## config.mk

```make
export PLATFORM = sky130hd
export DESIGN_NAME = hazard_forward_unit_flat
export DESIGN_NICKNAME = d
export VERILOG_FILES = /design/src/rtl/hazard_forward_unit_pkg.sv /design/src/rtl/hazard_forward_unit_if.sv /design/src/rtl/hazard_forward_unit_src_match.sv /design/src/rtl/hazard_forward_unit.sv /design/src/flat_wrapper.sv
export SDC_FILE = /design/constraint.sdc
export NUM_CORES = 1
export LEC_CHECK = 0
export CAP_MARGIN = 20
export CORE_AREA = 2 2 175 177
export DETAILED_ROUTE_END_ITERATION = 10
export DIE_AREA = 0 0 177 179
export PLACE_DENSITY_LB_ADDON = 0.3
export REMOVE_ABC_BUFFERS = 1
export SLEW_MARGIN = 10
export SYNTH_ARGS = -nofsm -noshare
export SYNTH_HDL_FRONTEND = slang
export SYNTH_SLANG_ARGS = --single-unit
```

## constraint.sdc

```tcl
create_clock -name clk -period 13.2 [get_ports clk]
set_clock_uncertainty 0.05 [all_clocks]
set_input_delay 2.64 -clock clk [delete_from_list [all_inputs] [get_ports clk]]
set_output_delay 2.64 -clock clk [all_outputs]
set_load 0.02 [all_outputs]
```

## src/rtl/hazard_forward_unit_pkg.sv

```systemverilog
// Shared types for the decode-stage hazard/forwarding unit.
package hazard_forward_unit_pkg;

  // Architectural register index width; x0 is hard-wired zero and never matches.
  localparam int unsigned REG_ADDR_W = 5;
  // Stage-number width inside track entries; covers FWD_DEPTH up to 15.
  localparam int unsigned STAGE_W    = 4;

  typedef logic [STAGE_W-1:0] fwd_stage_t;

  // Operand taken from the register file rather than a downstream stage.
  localparam fwd_stage_t FWD_SRC_RF = '0;

  // One in-flight instruction downstream of decode.
  typedef struct packed {
    logic                  valid;
    logic [REG_ADDR_W-1:0] rd;
    logic                  reg_write;
    fwd_stage_t            ready_stage;
  } track_entry_t;

endpackage

```

## src/rtl/hazard_forward_unit_if.sv

```systemverilog
// Decode-side bus of the hazard/forwarding unit; parameters must match the unit.
interface hazard_forward_unit_if
  import hazard_forward_unit_pkg::*;
#(
  parameter int unsigned XLEN      = 64,
  parameter int unsigned NUM_SRC   = 2,
  parameter int unsigned FWD_DEPTH = 2,
  parameter int unsigned CNT_W     = 32
) ();

  localparam int unsigned SW = $clog2(FWD_DEPTH + 1);

  logic                          id_valid;
  logic [REG_ADDR_W-1:0]         id_rd;
  logic                          id_reg_write;
  logic                          id_is_load;
  logic [NUM_SRC*REG_ADDR_W-1:0] id_rs;
  logic [NUM_SRC-1:0]            id_rs_used;
  logic [NUM_SRC*XLEN-1:0]       id_rf_data;
  logic [FWD_DEPTH*XLEN-1:0]     stage_result;
  logic                          flush;
  logic [NUM_SRC*XLEN-1:0]       fwd_data;
  logic [NUM_SRC*SW-1:0]         fwd_stage;
  logic                          f_to_d_enable_ff;
  logic                          d_to_e_enable_ff;
  logic                          id_bubble;
  logic [CNT_W-1:0]              stall_cycles;

  // Pipeline/decode side.
  modport master (
    output id_valid, id_rd, id_reg_write, id_is_load, id_rs, id_rs_used,
           id_rf_data, stage_result, flush,
    input  fwd_data, fwd_stage, f_to_d_enable_ff, d_to_e_enable_ff,
           id_bubble, stall_cycles
  );

  // Hazard unit side.
  modport slave (
    input  id_valid, id_rd, id_reg_write, id_is_load, id_rs, id_rs_used,
           id_rf_data, stage_result, flush,
    output fwd_data, fwd_stage, f_to_d_enable_ff, d_to_e_enable_ff,
           id_bubble, stall_cycles
  );

endinterface

```

## src/rtl/hazard_forward_unit_src_match.sv

```systemverilog
// Per-source operand resolution: youngest matching producer wins, stalls if not ready.
module hfu_src_match
  import hazard_forward_unit_pkg::*;
#(
  parameter int unsigned XLEN      = 64,
  parameter int unsigned FWD_DEPTH = 2
) (
  input  logic [REG_ADDR_W-1:0]         rs_i,
  input  logic                          used_i,
  input  track_entry_t [FWD_DEPTH:1]    trk_i,
  input  logic [FWD_DEPTH*XLEN-1:0]     stage_result_i,
  input  logic [XLEN-1:0]               rf_data_i,
  output logic [XLEN-1:0]               data_c,
  output fwd_stage_t                    stage_c,
  output logic                          hazard_c
);

  logic            found;
  fwd_stage_t      win_stage;
  fwd_stage_t      win_ready;
  logic [XLEN-1:0] win_data;

  // Find youngest producer; older matches are shadowed even if they are ready.
  always_comb begin
    found     = 1'b0;
    win_stage = FWD_SRC_RF;
    win_ready = '0;
    win_data  = '0;
    for (int s = 1; s <= FWD_DEPTH; s++) begin
      if (!found && trk_i[s].valid && trk_i[s].reg_write && used_i &&
          (rs_i != '0) && (trk_i[s].rd == rs_i)) begin
        found     = 1'b1;
        win_stage = fwd_stage_t'(s);
        win_ready = trk_i[s].ready_stage;
        win_data  = stage_result_i[(s-1)*XLEN +: XLEN];
      end
    end
  end

  // Forward when the winner has produced its result, otherwise flag a hazard.
  always_comb begin
    data_c   = rf_data_i;
    stage_c  = FWD_SRC_RF;
    hazard_c = 1'b0;
    if (found) begin
      if (win_stage >= win_ready) begin
        data_c  = win_data;
        stage_c = win_stage;
      end else begin
        hazard_c = 1'b1;
      end
    end
  end

endmodule

```

## src/rtl/hazard_forward_unit.sv

```systemverilog
// Decode-stage hazard detection and operand forwarding with stall counter.
module hazard_forward_unit
  import hazard_forward_unit_pkg::*;
#(
  parameter int unsigned XLEN         = 64,
  parameter int unsigned NUM_SRC      = 2,
  parameter int unsigned FWD_DEPTH    = 2,
  parameter int unsigned LOAD_LATENCY = 1,
  parameter int unsigned CNT_W        = 32
) (
  input  logic                clk,
  input  logic                rst,
  hazard_forward_unit_if.slave bus
);

  localparam int unsigned SW = $clog2(FWD_DEPTH + 1);
  localparam fwd_stage_t  READY_LOAD  = fwd_stage_t'(1 + LOAD_LATENCY);
  localparam fwd_stage_t  READY_ALU   = fwd_stage_t'(1);

  track_entry_t [FWD_DEPTH:1] trk_q, trk_d;
  logic [CNT_W-1:0]           stall_cnt_q, stall_cnt_d;
  logic [NUM_SRC-1:0]         hazard_c;
  fwd_stage_t [NUM_SRC-1:0]   src_stage_c;
  logic [NUM_SRC*XLEN-1:0]    fwd_data_c;
  logic [NUM_SRC*SW-1:0]      fwd_stage_c;
  logic                       stall_c;

  for (genvar k = 0; k < NUM_SRC; k++) begin : g_src
    hfu_src_match #(
      .XLEN      (XLEN),
      .FWD_DEPTH (FWD_DEPTH)
    ) u_match (
      .rs_i           (bus.id_rs[k*REG_ADDR_W +: REG_ADDR_W]),
      .used_i         (bus.id_rs_used[k]),
      .trk_i          (trk_q),
      .stage_result_i (bus.stage_result),
      .rf_data_i      (bus.id_rf_data[k*XLEN +: XLEN]),
      .data_c         (fwd_data_c[k*XLEN +: XLEN]),
      .stage_c        (src_stage_c[k]),
      .hazard_c       (hazard_c[k])
    );
  end

  // Any unresolved source holds fetch/decode; a redirect overrides the stall.
  assign stall_c = bus.id_valid & (|hazard_c) & ~bus.flush;

  // Narrow internal stage numbers to the port width.
  always_comb begin
    fwd_stage_c = '0;
    for (int k = 0; k < NUM_SRC; k++) begin
      fwd_stage_c[k*SW +: SW] = SW'(src_stage_c[k]);
    end
  end

  // Next tracking state: decode enters stage 1, everything else advances.
  always_comb begin
    trk_d             = '0;
    trk_d[1].valid    = bus.id_valid & ~stall_c & ~bus.flush;
    trk_d[1].rd       = bus.id_rd;
    trk_d[1].reg_write = bus.id_reg_write;
    trk_d[1].ready_stage = bus.id_is_load ? READY_LOAD : READY_ALU;
    for (int s = 2; s <= FWD_DEPTH; s++) begin
      trk_d[s] = trk_q[s-1];
    end
  end

  // Saturating stall counter.
  always_comb begin
    stall_cnt_d = stall_cnt_q;
    if (stall_c && (stall_cnt_q != '1)) begin
      stall_cnt_d = stall_cnt_q + CNT_W'(1);
    end
  end

  // State registers; reset clears the tracker so enables recover immediately.
  always_ff @(posedge clk or posedge rst) begin
    if (rst) begin
      trk_q       <= '0;
      stall_cnt_q <= '0;
    end else begin
      trk_q       <= trk_d;
      stall_cnt_q <= stall_cnt_d;
    end
  end

  assign bus.fwd_data         = fwd_data_c;
  assign bus.fwd_stage        = fwd_stage_c;
  assign bus.f_to_d_enable_ff = ~stall_c;
  assign bus.d_to_e_enable_ff = 1'b1;
  assign bus.id_bubble        = stall_c | bus.flush;
  assign bus.stall_cycles     = stall_cnt_q;

endmodule

```

## src/flat_wrapper.sv

```systemverilog
// flat-port wrapper written by rule: the top's interface ports become plain ports
module hazard_forward_unit_flat import hazard_forward_unit_pkg::*;
#(
  parameter int unsigned XLEN         = 64,
  parameter int unsigned NUM_SRC      = 2,
  parameter int unsigned FWD_DEPTH    = 2,
  parameter int unsigned LOAD_LATENCY = 1,
  parameter int unsigned CNT_W        = 32
)
  (clk, rst, bus_id_valid, bus_id_rd, bus_id_reg_write, bus_id_is_load, bus_id_rs, bus_id_rs_used, bus_id_rf_data, bus_stage_result, bus_flush, bus_fwd_data, bus_fwd_stage, bus_f_to_d_enable_ff, bus_d_to_e_enable_ff, bus_id_bubble, bus_stall_cycles);
  hazard_forward_unit_if #(.XLEN(XLEN), .NUM_SRC(NUM_SRC), .FWD_DEPTH(FWD_DEPTH), .CNT_W(CNT_W)) bus_i ();
  input  logic clk;
  input  logic rst;
  input wire logic [$bits(bus_i.id_valid)-1:0] bus_id_valid;
  input wire logic [$bits(bus_i.id_rd)-1:0] bus_id_rd;
  input wire logic [$bits(bus_i.id_reg_write)-1:0] bus_id_reg_write;
  input wire logic [$bits(bus_i.id_is_load)-1:0] bus_id_is_load;
  input wire logic [$bits(bus_i.id_rs)-1:0] bus_id_rs;
  input wire logic [$bits(bus_i.id_rs_used)-1:0] bus_id_rs_used;
  input wire logic [$bits(bus_i.id_rf_data)-1:0] bus_id_rf_data;
  input wire logic [$bits(bus_i.stage_result)-1:0] bus_stage_result;
  input wire logic [$bits(bus_i.flush)-1:0] bus_flush;
  output wire logic [$bits(bus_i.fwd_data)-1:0] bus_fwd_data;
  output wire logic [$bits(bus_i.fwd_stage)-1:0] bus_fwd_stage;
  output wire logic [$bits(bus_i.f_to_d_enable_ff)-1:0] bus_f_to_d_enable_ff;
  output wire logic [$bits(bus_i.d_to_e_enable_ff)-1:0] bus_d_to_e_enable_ff;
  output wire logic [$bits(bus_i.id_bubble)-1:0] bus_id_bubble;
  output wire logic [$bits(bus_i.stall_cycles)-1:0] bus_stall_cycles;
  assign bus_i.id_valid = bus_id_valid;
  assign bus_i.id_rd = bus_id_rd;
  assign bus_i.id_reg_write = bus_id_reg_write;
  assign bus_i.id_is_load = bus_id_is_load;
  assign bus_i.id_rs = bus_id_rs;
  assign bus_i.id_rs_used = bus_id_rs_used;
  assign bus_i.id_rf_data = bus_id_rf_data;
  assign bus_i.stage_result = bus_stage_result;
  assign bus_i.flush = bus_flush;
  assign bus_fwd_data = bus_i.fwd_data;
  assign bus_fwd_stage = bus_i.fwd_stage;
  assign bus_f_to_d_enable_ff = bus_i.f_to_d_enable_ff;
  assign bus_d_to_e_enable_ff = bus_i.d_to_e_enable_ff;
  assign bus_id_bubble = bus_i.id_bubble;
  assign bus_stall_cycles = bus_i.stall_cycles;
  hazard_forward_unit #(.XLEN(XLEN), .NUM_SRC(NUM_SRC), .FWD_DEPTH(FWD_DEPTH), .LOAD_LATENCY(LOAD_LATENCY), .CNT_W(CNT_W)) u_core (.clk(clk), .rst(rst), .bus(bus_i));
endmodule
```

After elaboration in Yosys (flattened, before gate mapping) --
Cells that the tools add are included.
Operators by class: add/subtract/negate cells 1, order comparisons 2, equal/unequal tests 5, multiplexer cells 29, bitwise operators 7, reduce and logical (&&, ||, !) cells 23
Operators with widths (count):
- two-way mux 64 bit | 8
- adder 32 x 1 -> 32 bit (second input constant) | 1
- inequality test 32 bit (second input constant) | 1
- == test 5 bit | 4
- logical AND 1 bit | 18
- two-way mux 4 bit | 4
- two-way mux 2 bit | 7
- two-way mux 1 bit | 10
- nonzero test 5 bit | 2
- >= comparator 4 bit | 2
- bitwise AND 1 bit | 4
- zero test 1 bit | 2
- inverter 1 bit | 2
- OR reduction 2 bit | 1
- OR 1 bit | 1
Storage, ports and cells: flip-flop bits (word level) 54, input port bits 279, word-level logic and storage cells 76

Depth between registers and ports, before layout --
word-level depth 21, gate-level depth with buffers 16

Modules after synthesis --
From an unflattened synthesis, not the netlist that was laid out.
Unflattened totals: cells, all modules 543, area, all modules 5311.3 um^2
Modules (own cells, without submodules):
- hfu_src_match | instances 2, cells an instance 186, area an instance 1641.6 um^2
- hazard_forward_unit | instances 1, cells an instance 171, area an instance 2028.2 um^2

Worst setup path after synthesis --
Ideal clock, no wire load.
path kind input to output, start input port bus_id_rs[5], end output port bus_fwd_data[100], arrival time 5.735 ns, required time 10.510 ns, slack 4.775 ns, cell stages on the path 15, buffers on the path 5, path through or4_1 > o21ai_0 > or3_1 > clkbuf_1 > buf_2 > buf_1 > o22ai_1 > ha_1 > nand2b_1 > o22ai_1 > a21oi_1 > and2_1 > buf_4 > buf_4 > a2bb2oi_1
On the way: word-level cells in the longest chain between the ends 14
RTL lines:
- start, declared | RTL line flat_wrapper.sv:18 | input wire logic [$bits(bus_i.id_rs)-1:0] bus_id_rs;
- nonzero test 5 bit | RTL line hazard_forward_unit_src_match.sv:31 | (rs_i != '0) && (trk_i[s].rd == rs_i)) begin
- logical AND 1 bit | RTL line hazard_forward_unit_src_match.sv:30 | if (!found && trk_i[s].valid && trk_i[s].reg_write && used_i &&
- logical AND 1 bit | RTL line hazard_forward_unit_src_match.sv:31
- two-way mux 1 bit | RTL line hazard_forward_unit_src_match.sv:30
- zero test 1 bit | RTL line hazard_forward_unit_src_match.sv:30
- logical AND 1 bit (4 in series) | RTL line hazard_forward_unit_src_match.sv:30
- logical AND 1 bit | RTL line hazard_forward_unit_src_match.sv:31
- two-way mux 2 bit / two-way mux 4 bit (equally long branches) | RTL line hazard_forward_unit_src_match.sv:30
- >= comparator 4 bit | RTL line hazard_forward_unit_src_match.sv:46 | if (win_stage >= win_ready) begin
- two-way mux 64 bit | RTL line hazard_forward_unit_src_match.sv:46
- two-way mux 64 bit * | RTL line hazard_forward_unit_src_match.sv:45 | if (found) begin
- end, declared | RTL line flat_wrapper.sv:23 | output wire logic [$bits(bus_i.fwd_data)-1:0] bus_fwd_data;
Mark *: on every way between the ends. The rest lies on a longest branch, timed or not.

Worst setup path in the final report --
start input port bus_id_rs[0], end output port bus_fwd_data[4]
Same word-level chain as after synthesis.

==> results.cfg <==
[run_status]
status = finished clean

[sta]
rsz0062_at_grt = false
actual_slew_at_the_worst_max_slew_pin_ps = 924
final.setup.tns_ps = 0
period_needed_ps = 10700
finalMaxSlewViolations = 0
setup-violations-final = 0
clock.fmax_ghz = 0.0935
hold_viol_final = 0
min_period_over_period_pct = 81.1
timing.max_slew.rel_slack_pct = 38.2

[logic_synthesis]
synth_sequential_area_ratio_pct = 25.6
synth_area_leader_cell = dfrtp_1
ys.flop_type = dfrtp_1
synth.cells.most_frequent = o22ai_1, nor2_1, a21oi_1, a2bb2oi_1, dfrtp_1
post_synth.cell_area_avg_sq_um = 7.79
synth_edf_count = 0
yosysTopAreaCellShare_pct = 25.6
synth_async_sr_flop_share_pct = 100
post_synth_inst_count = 628
ys_ff_latch = 50
netlist_top_cells_area = dfrtp_1, o22ai_1, a2bb2oi_1, a21oi_1, xor2_1
post_synth_instance_area_sq_um = 4890
netlist-cell-type-count = 44
yosys_warning_count = 0
synth_most_common_cell = o22ai_1

[power_and_ir_drop]
p_leak_nw = 3.65
powerDensity_nw_per_um2 = 51.7
fin_total_pwr_mw = 0.505
power.ir.vdd_worst_mv = 0.0540

[setup_path]
r2r-end = u_core.bus.stall_cycles[1]$_DFFE_PP0P_
critical_path_class = input port to output pin
worst_ep_required_time_ps = 10510
critical_path.endpoint_type = output pin
setup.reg_to_reg.worst_slack_ps = 8950
launching_point_of_the_worst_reg2reg_path = u_core.trk_d[17]$_DFF_PP0_
setup.worst_path.start_class = input port
worst_ep_arrival_time_ps = 8010
worst-path-max-fanout = 66
reg2reg_depth = 12

[placed_design]
finalWeightedCongestion = 0.914
place_hpwl_um = 27500
io_buffers = 444

[clock_tree]
post-cts-setup-buffer-count = 0
htreeDepth = 2
clkLatencyLatePin_ps = 290
clockRootBuffer = clkbuf_16
cts_buffers = 5
clock_sinks = 50
clk_pin_slew_ps = 70
resized_gates_after_cts = 0
max-clock-path-buffers = 2
tritoncts = done
post_cts_hold_buffer_count = 0

[drt]
dr.first_iter.drc_count = 415
firstDrtPassIters = 6
detailroute.via_count = 6973
drc_errors = 0
wl_per_cell_um = 24.0
final_antenna_net_count = 0
wirelength_um = 34300
vias_per_cell = 4.88

[global_route]
grt_max_degree = 67
number_of_global_route_vias_before_repair = 6706
grt_usage_pct = 19.6
globalRoute.totalOverflow = 0
grt_antenna_before_repair = 16
first_pass_grt_wire_length_um = 45700

[cells_and_area]
area_delta_synth_final_pct = 99.4
layout.nets = 1306
post_route_cells_drive_above_1_share_pct = 4.59

[hold_path]
min_to = u_core.trk_q[11]$_DFF_PP0_
holdPathStages = 0
hold_start = u_core.trk_d[11]$_DFF_PP0_
holdCritPathClass = flop to flop

[floorplan]
core_region_area_sq_um = 30000
initial_core_util_pct = 16.3
die_w_um = 177
floorplan_die_area_sq_um = 31700
io_pins = 446
number_of_rows_created_at_floorplan = 64
die_height_um = 179

[job]
drv.max_cap_violation_count = 0
registers in the layout, indices dropped and copies added, names as in the netlist:
name	flops
u_core.trk_d	9
u_core.bus.stall_cycles	32
u_core.trk_q	9
routing by layer:
layer	global-route usage, %	part of all wire (%)	vias up
met4	5.54	1.8	16
met2	30.9	47	371
met3	7.82	11	53
met5	0	0.26	-
li1	-	-	3210
met1	24.8	40	3323
logic make-up (layout without fill, tap and decap cells):
family          count (synthesis)  in the layout  synth area share (%)
simple gates                  171            171                  19.0
other cells                     1              9                0.0766
fa+ha+maj                       3              3                 0.767
xor+xnor                       51             51                  9.13
compound gates                272            272                  36.7
mux                             1              1                 0.230
buf+inv                        79            476                  8.54
flops                          50             50                  25.6
final cells by class:
type | count | area [sq um]
antenna | 8 | 20.0
clock buffer | 5 | 125
clock inverter | 3 | 28.8
fill | 3189 | 20300
inverter | 14 | 52.6
multi-input combinational | 499 | 3250
sequential | 50 | 1250
tap | 396 | 495
timing repair buffer | 454 | 4530
through the flow:
stage	hold WS [ps]	setup WS [ps]	cells	utilization [%]	cell area, sq um
floorplan	304	873	563	-	4530
global route	328	2260	1427	32.5	9750
detailed placement	308	2430	1412	31.9	9570
global placement	308	2450	1412	31.9	9570
finish	323	2500	1429	32.5	9760
CTS	325	2410	1420	32.4	9720
report_power, final:
part | switching, mW | internal [mW] | leakage (nW) | total (mW)
clock network | 0.0608 | 0.0726 | 0.0764 | 0.133
registers | 0.00271 | 0.156 | 0.633 | 0.159
logic | 0.0846 | 0.128 | 2.94 | 0.213
total | 0.148 | 0.357 | 3.65 | 0.505
worst max-delay path: stages:
cell and delay, ps:
clkdlybuf4s50_1 480, or4_1 540, nor2_1 220, nor3_1 160, inv_2 100, buf_4 680
a32o_4 880, o21a_2 800, buf_4 480, nor2_1 80, a21oi_1 210, clkdlybuf4s50_1 670
how the worst max path moves through the flow:
stage | from | end | cells after the start
after floorplan | bus_id_rs[5] | bus_fwd_data[100] | 10
after global placement | bus_id_rs[0] | bus_fwd_data[23] | 12
after detailed placement | bus_id_rs[0] | bus_fwd_data[23] | 12
after CTS | bus_id_rs[0] | bus_fwd_data[23] | 12
after global routing | bus_id_rs[4] | bus_fwd_data[23] | 15
final | bus_id_rs[0] | bus_fwd_data[4] | 12
cells in the final DEF, fill, tap and decap left out, drive strengths merged, types with 2 or more instances in the layout:
master	n
clkdlybuf4s50	444
o22ai	130
nor2	74
a21oi	69
a2bb2oi	65
dfrtp	50
xor2	33
xnor2	18
nand3	17
nor4	17
inv	16
nor3	14
nand2	13
buf	10
nand4	9
diode	8
nor2b	5
clkbuf	5
or4	5
and3	3
and4	3
ha	3
o21ai	3
or3	3
nand2b	2
or2	2
nor4b	2
(Power assumes the default switching activity.)
